### src/rtl/logit_aprox_seq.sv
// Inverse of the shift-based Q8.8 sigmoid: x = logit(y), normalised one shift per clock.
// Latency: accept to out_valid is n+1 cycles for in-range y and 1 cycle for saturating y.
// Backpressure: the result is held in DONE until out_ready; in_ready is high only in IDLE.
module logit_aprox_seq #(
    parameter int DATA_W = 16,
    parameter int FRAC_W = 8
) (
    input  logic              clk,
    input  logic              rst_n,
    input  logic [DATA_W-1:0] in_data,
    input  logic              in_valid,
    output logic              in_ready,
    output logic [DATA_W-1:0] out_data,
    output logic              out_valid,
    input  logic              out_ready,
    output logic              out_sat
);
    localparam int INT_W = DATA_W - FRAC_W;
    localparam int N_W   = $clog2(FRAC_W);

    localparam logic [DATA_W-1:0] ONE     = DATA_W'(1) << FRAC_W;
    localparam logic [DATA_W-1:0] HALF    = DATA_W'(1) << (FRAC_W - 1);
    localparam logic [DATA_W-1:0] SAT_NEG = {1'b1, {(DATA_W-1){1'b0}}};
    localparam logic [DATA_W-1:0] SAT_POS = {1'b0, {(DATA_W-1){1'b1}}};
    localparam logic [FRAC_W:0]   R_ONE   = (FRAC_W+1)'(1) << FRAC_W;
    localparam logic [FRAC_W:0]   R_HALF  = (FRAC_W+1)'(1) << (FRAC_W - 1);

    typedef enum logic [1:0] {IDLE, NORM, DONE} state_t;

    state_t            state;
    logic [FRAC_W:0]   r;
    logic [N_W-1:0]    n;
    logic              sign;
    logic              sat_pend;

    logic              in_sign;
    logic [FRAC_W-1:0] q;
    logic [FRAC_W:0]   r_diff;
    logic [FRAC_W-1:0] f;
    logic [DATA_W-1:0] mag;

    // Fold the upper half onto the lower so normalisation only ever sees q in 1..half.
    assign in_sign = (in_data >= HALF);
    assign q       = in_sign ? FRAC_W'(ONE - in_data) : in_data[FRAC_W-1:0];
    assign r_diff  = R_ONE - r;
    assign f       = FRAC_W'({r_diff, 1'b0});
    assign mag     = {INT_W'(n), f};

    assign in_ready = (state == IDLE);

    always_ff @(posedge clk or negedge rst_n) begin
        if (!rst_n) begin
            state     <= IDLE;
            r         <= '0;
            n         <= '0;
            sign      <= 1'b0;
            sat_pend  <= 1'b0;
            out_data  <= '0;
            out_valid <= 1'b0;
            out_sat   <= 1'b0;
        end else begin
            case (state)
                IDLE: begin
                    if (in_valid) begin
                        state <= NORM;
                        if (in_data[DATA_W-1] || in_data == '0) begin
                            out_data <= SAT_NEG;
                            out_sat  <= 1'b1;
                            sat_pend <= 1'b1;
                        end else if (in_data >= ONE) begin
                            out_data <= SAT_POS;
                            out_sat  <= 1'b1;
                            sat_pend <= 1'b1;
                        end else begin
                            sign <= in_sign;
                            r    <= {q, 1'b0};
                            n    <= '0;
                        end
                    end
                end
                NORM: begin
                    // Saturated results spend one cycle here so every result has latency >= 1.
                    if (sat_pend) begin
                        sat_pend  <= 1'b0;
                        out_valid <= 1'b1;
                        state     <= DONE;
                    end else if (r <= R_HALF) begin
                        r <= r << 1;
                        n <= n + 1'b1;
                    end else begin
                        out_data  <= sign ? mag : -mag;
                        out_sat   <= 1'b0;
                        out_valid <= 1'b1;
                        state     <= DONE;
                    end
                end
                DONE: begin
                    if (out_ready) begin
                        out_valid <= 1'b0;
                        state     <= IDLE;
                    end
                end
                default: state <= IDLE;
            endcase
        end
    end
endmodule

### config.mk
export PLATFORM = sky130hd
export DESIGN_NAME = logit_aprox_seq
export DESIGN_NICKNAME = d
export VERILOG_FILES = /design/src/rtl/logit_aprox_seq.sv
export SDC_FILE = /design/constraint.sdc
export NUM_CORES = 1
export LEC_CHECK = 0
export BUFFER_PORTS_ARGS = -buffer_cell sky130_fd_sc_hd__buf_2
export CORE_ASPECT_RATIO = 0.7
export CORE_MARGIN = 8
export CORE_UTILIZATION = 50
export DETAILED_ROUTE_END_ITERATION = 7
export GPL_ROUTABILITY_DRIVEN = 0
export GPL_TIMING_DRIVEN = 1
export PLACE_DENSITY_LB_ADDON = 0.3
export SLEW_MARGIN = 20
export SYNTH_ARGS = -nofsm -noshare
export SYNTH_HDL_FRONTEND = slang
export SYNTH_SLANG_ARGS = --single-unit
### constraint.sdc
create_clock -name clk -period 2.15 [get_ports clk]
set_input_delay 0.3225 -clock clk [delete_from_list [all_inputs] [get_ports clk]]
set_output_delay 0.3225 -clock clk [all_outputs]
set_load 0.05 [all_outputs]
* Yosys cells after proc, flatten, opt, wreduce, memory -nomap -nowiden
Cells that the tools add are included.
** Storage, ports and cells
- Bits of input ports :: 20
- Bits in registers :: 34
- Output and inout bits :: 19
- Logic and storage cells :: 75
** Operators by class
- Reductions and logical operators :: 11
- Equal/unequal tests :: 11
- Muxes and demuxes :: 36
- Magnitude comparators :: 3
- Bitwise operators :: 2
- Add/subtract/negate cells :: 4
** Operator list (number)
- 16-bit two-way mux :: 6
- 9-bit two-way mux :: 5
- 16-bit one-hot mux with 2 select lines :: 1
- 9-bit one-hot mux with 2 select lines :: 1
- 16-bit by 8-bit greater-or-equal comparator with 1-bit output, second input constant :: 1
- 16-bit by 9-bit greater-or-equal comparator with 1-bit output, second input constant :: 1
- 16-bit zero test :: 1
- 11-bit negator with 16-bit output :: 1
- 3-bit two-way mux :: 5
- 2-bit inequality test, second input constant :: 7
- 9-bit by 8-bit less-or-equal comparator with 1-bit output, second input constant :: 1
- 3-bit AND reduction :: 3
- 1-bit two-way mux :: 8
- 2-bit two-way mux :: 4
- 8-bit two-way mux :: 1
- 1-bit by 8-bit subtractor with 8-bit output, first input constant :: 1
- 1-bit by 7-bit subtractor with 7-bit output, first input constant :: 1
- 1-bit one-hot mux with 2 select lines :: 3
- 2-bit one-hot mux with 3 select lines :: 1
- 3-bit one-hot mux with 2 select lines :: 1
- 6-bit AND reduction :: 1
- 5-bit AND reduction :: 1
- 4-bit AND reduction :: 1
- 2-bit nonzero test :: 2
- 8 further kinds :: 9

* Logic depth before layout (Yosys ltp)
- Depth in word-level cells :: 6
- Mapped depth :: 9
- Gate-level depth less buffers :: 8

* Worst setup path before layout
OpenSTA, ideal clock, no wires.
- Kind :: register -> register
- From :: reg r[1]
- To :: reg r[3]
- Library setup time :: 0.123 ns
- Cell stages (with the launch flop) :: 9
- Path buffers :: 2
- Required time :: 2.027 ns
- Path slack :: -0.133 ns
- Arrival time :: 2.160 ns
- Period minus slack after synthesis :: 2.283 ns
- Cell sequence :: dfrtp_1 clkbuf_1 inv_1 ha_1 or4b_4 o21ai_1 nand3_1 clkbuf_1 o221a_1
** Between the ends
- Cells in the longest elaborated chain, start to end :: 3
** RTL lines
- from (decl) :: line 31 : logic [FRAC_W:0] r;
- from (signal assigned) :: line 76 : r <= {q, 1'b0};
- from (signal assigned) :: line 88 : r <= r << 1;
- 9-bit by 8-bit less-or-equal comparator with 1-bit output :: line 87 : end else if (r <= R_HALF) begin
- 2-bit inequality test (no line)
- 6-bit AND reduction (no line)
No other way between the ends.
A chain may end at the register's enable or synchronous reset.

* Worst setup path after layout
- From :: reg r[4]
- To :: reg out_data[8]
** Between the ends
- Cells in the longest elaborated chain, start to end :: 6
- Elaborated cells on any way between the ends :: 9
- Those cells by class :: add/sub: 2; order compare: 1; eq/ne: 1; mux: 4; reduce/logical: 1
** RTL lines
- 1-bit by 7-bit subtractor with 7-bit output :: line 45 : assign r_diff = R_ONE - r;
- 11-bit negator with 16-bit output :: line 91 : out_data <= sign ? mag : -mag;
- 16-bit two-way mux :: line 91
- 16-bit two-way mux :: line 87
- 16-bit two-way mux :: line 83 : if (sat_pend) begin
- 16-bit one-hot mux with 2 select lines :: line 62 : case (state)
- to (signal assigned) :: line 91
- to (decl) :: line 13 : output logic [DATA_W-1:0] out_data,
Several ways; a longest one is shown, not always the timed one. The select of a mux whose other input is x is not followed.

==> flow_metrics.env <==
export IMPL_antenna_found_initial=0
export IMPL_place_ws_ns=-0.0492
export IMPL_critPathArrivalTime_ns=2.32
export IMPL_rr_endpoint="out_data[8]$_DFFE_PN0P_"
export IMPL_tightest_slew_ns=0.716
export IMPL_crit_fanout=6
export IMPL_io_buffer_count=38
export IMPL_synthMuxAreaShare_pct=1.97
export IMPL_synth_edff_count=0
export IMPL_final_min_clock_period_ns=2.10
export IMPL_max_freq_ghz=0.477
export IMPL_clock_latency_ns=0.29
export IMPL_clockBufferDepth=2
export IMPL_synthTopCellsByArea="dfrtp_1 38%, nor2_1 7.9%, a21oi_1 4.3%"
export IMPL_synthAdderAreaFrac_pct=2.98
export IMPL_htreeDepth=2
export IMPL_seqPwrFrac_pct=26.1
export IMPL_std_cell_rows=19
export IMPL_fin_crit_sh_pct=97.5
export IMPL_p_per_area_mw_per_mm2=1540
export IMPL_track_usage_pct=17.1
export IMPL_synth_fp_nets=266
export IMPL_slew_headroom_pct=52.3
export IMPL_final_cell_mix="44 x nor2_1, 38 x buf_2, 32 x dfrtp_1"
export IMPL_seq_area_frac_synth_pct=38.2
export IMPL_required_ns=2.37
export IMPL_endpoint="out_data[8]$_DFFE_PN0P_"
export IMPL_overflow=0
export IMPL_crit_path_end_kind="flop"
export IMPL_root_buffer="clkbuf_8"
export IMPL_grt_pass1_vias=1933
export IMPL_clock_sinks=32
export IMPL_comb_power_share_pct=62.2
export IMPL_yosysTopAreaCellShare_pct=38.2
export IMPL_drv_slew=0
export IMPL_ys_seq_elements=32
export IMPL_p_int_mw=1.97
export IMPL_worst_setup_path_type="flop to flop"
export IMPL_synth_compound_area_share_pct=20.8
export IMPL_dieArea_mm2=0.00656
export IMPL_finalHoldViolCount=0
export IMPL_die_w_um=93.4
export IMPL_rr_worst_depth=7
export IMPL_async_flop_share_pct=100
export IMPL_grt_pass1_wl_um=9110
export IMPL_p_switching_mw=2.08
export IMPL_grt_max_degree=33
export IMPL_drcViolationCount=0
export IMPL_vias=1943
export IMPL_synth_top_family_by_area="simple AND/OR/NAND/NOR gates"
export IMPL_hold_buffers=0
export IMPL_diodes=0
export IMPL_via_per_inst=5.57
export IMPL_dpl_cell_count=341
export IMPL_synthCells=241
export IMPL_post_cts_buffers=0
export IMPL_netSwitchingFraction_pct=51.4
export IMPL_synth_main_ff_cell="dfrtp_1"
export IMPL_ys_warn_count=0
export IMPL_finish_utilization_pct=66.0
export IMPL_cts_tree="done"
export IMPL_avgSynthCellArea_um2=8.70
export IMPL_post_drt_wl_per_cell_um=15.3
export IMPL_cts_buffers=5
export IMPL_outcome="completed"
export IMPL_instances_no_fill=349
export IMPL_rsz0062_at_grt="yes"
export IMPL_clk_pin_slew_worst_paths_ns=0.07
export IMPL_drt_iter0_drc=96
export IMPL_ant_nets=0
export IMPL_finalWirelength_um=5330
export IMPL_r2r_slack_ns=0.05
export IMPL_drv_cap=0
export IMPL_r2r_start="r[4]$_DFFE_PN0P_"
export IMPL_start_util_pct=52.8
export IMPL_nFillCells=341
export IMPL_area_delta_synth_final_pct=24.9
export IMPL_timing_final_ws_setup_ns=0.0536
export IMPL_irDropWorstVdd_uv=865
export IMPL_p_leak_nw=1.13
export IMPL_post_dp_hpwl_um=4080
export IMPL_cp_start_kind="flop"
export IMPL_first_pass_iters=4
export IMPL_yosys_area_share_simple_pct=25.8
export IMPL_startpoint="r[4]$_DFFE_PN0P_"
export IMPL_die_h_um=70.2
export IMPL_hold_class="input port to async pin"
export IMPL_finClkSkew_ns=0.00594
export IMPL_p_clk_share_pct=11.7
export IMPL_syn_cell_area_mm2=0.00210
export IMPL_drive_gt1_share_pct=34.0
export IMPL_finalSetupViolCount=0
export IMPL_fin_nets=321
export IMPL_synthXorXnorAreaFrac_pct=5.01
export IMPL_pin_count=39
export IMPL_power_mw=4.04
export IMPL_yosysUniqueCellTypes=61
export IMPL_core_mm2=0.00397
export IMPL_layout_commonest_cell="nor2_1"
export IMPL_synth_largest_area_cell="dfrtp_1"
-- synthesized netlist by cell type, types with 2 or more instances --
cell type	count
a2111oi_0	2
a211oi_1	2
a21oi_1	18
a311o_1	2
a31oi_1	4
a41oi_1	2
and2_1	2
buf_2	4
clkbuf_1	6
clkbuf_2	2
dfrtp_1	32
ha_1	5
inv_1	9
mux2i_1	3
nand2_1	13
nand2b_1	3
nand3_1	7
nand4_1	2
nor2_1	44
nor2b_1	5
nor3_1	3
nor3b_1	2
nor4_1	3
o21a_1	2
o21ai_0	6
o21ai_1	6
o221a_1	3
o22ai_1	4
or2_2	2
or4_4	2
xnor2_1	7
xor2_1	5
-- state kept, by name (all words and copies together) (netlist names) --
signal     count
n              3
out_data      15
out_sat        1
out_valid      1
r              8
sat_pend       1
sign           1
state          2
-- per-stage QoR --
step	TNS [ns]	hold slack [ns]	instance area [um^2]
floorplan	0	0.0269	2140
global placement	-0.00918	0.417	2500
detailed placement	-0.0765	0.419	2500
CTS	0	0.100	2590
global route	-0.124	0.142	2620
finish	0	0.0787	2620
-- critical path: stages (launching register included) --
cell and delay (ns):
dfrtp_1 0.44, buf_4 0.17, nor3b_2 0.32, nor2_1 0.08, a21o_1 0.25, a2111oi_0 0.49, a41oi_1 0.11, a21oi_1 0.17
-- how the worst min path moves through the flow --
stage,from,slack (ns),end,depth (start not counted)
after detailed placement,rst_n,0.42,out_valid$_DFFE_PN0P_,1
after CTS,rst_n,0.10,out_data[2]$_DFFE_PN0P_,1
after global routing,rst_n,0.14,out_data[2]$_DFFE_PN0P_,1
after global placement,rst_n,0.42,out_valid$_DFFE_PN0P_,1
final,rst_n,0.08,n[1]$_DFFE_PN0P_,1
after floorplan,rst_n,0.03,n[0]$_DFFE_PN0P_,0
-- power groups by stage --
stage	Combinational [mW]	Clock, mW	Sequential [mW]
2_1_floorplan	1.34	0	1.56
3_3_place_gp	2.41	0	1.05
3_5_place_dp	2.46	0	1.06
4_1_cts	2.47	0.482	1.05
5_1_grt	2.74	0.508	1.10
6_report	2.52	0.471	1.06
-- cells by family (layout without fill, tap and decap cells) --
kind of cell             after synthesis  in the layout
AO/OA/AOI/OAI                         63             63
XOR/XNOR                              12             12
adder cells (fa/ha/maj)                5              5
buffers and inverters                 24             80
flip-flops                            32             32
multiplexers                           4              4
AND/OR/NAND/NOR                      101            101
-- metal layers --
layer / track usage [%] / part of all wire [%]
met1: 22.4 / 48
met2: 26.1 / 44
met3: 4.27 / 6.0
met4: 7.12 / 2.0
met5: 0 / 0
-- layout make-up --
type / count / area (um^2) / share of cell area [%]
clock buffers: 5 / 68.8 / 2.63
clock inverters: 3 / 18.8 / 0.716
inverters: 9 / 33.8 / 1.29
multi-input cells: 185 / 1250 / 47.9
flip-flops and latches: 32 / 801 / 30.6
well taps: 52 / 65.1 / 2.48
repair buffers: 63 / 378 / 14.4
-- repair_timing --
item / in CTS / in global routing
resized for setup: 0 / 7
endpoints found under the setup margin: 0 / 13
endpoints found under the hold margin: 0 / 0
Note: power is estimated with default switching activity, not from simulation.
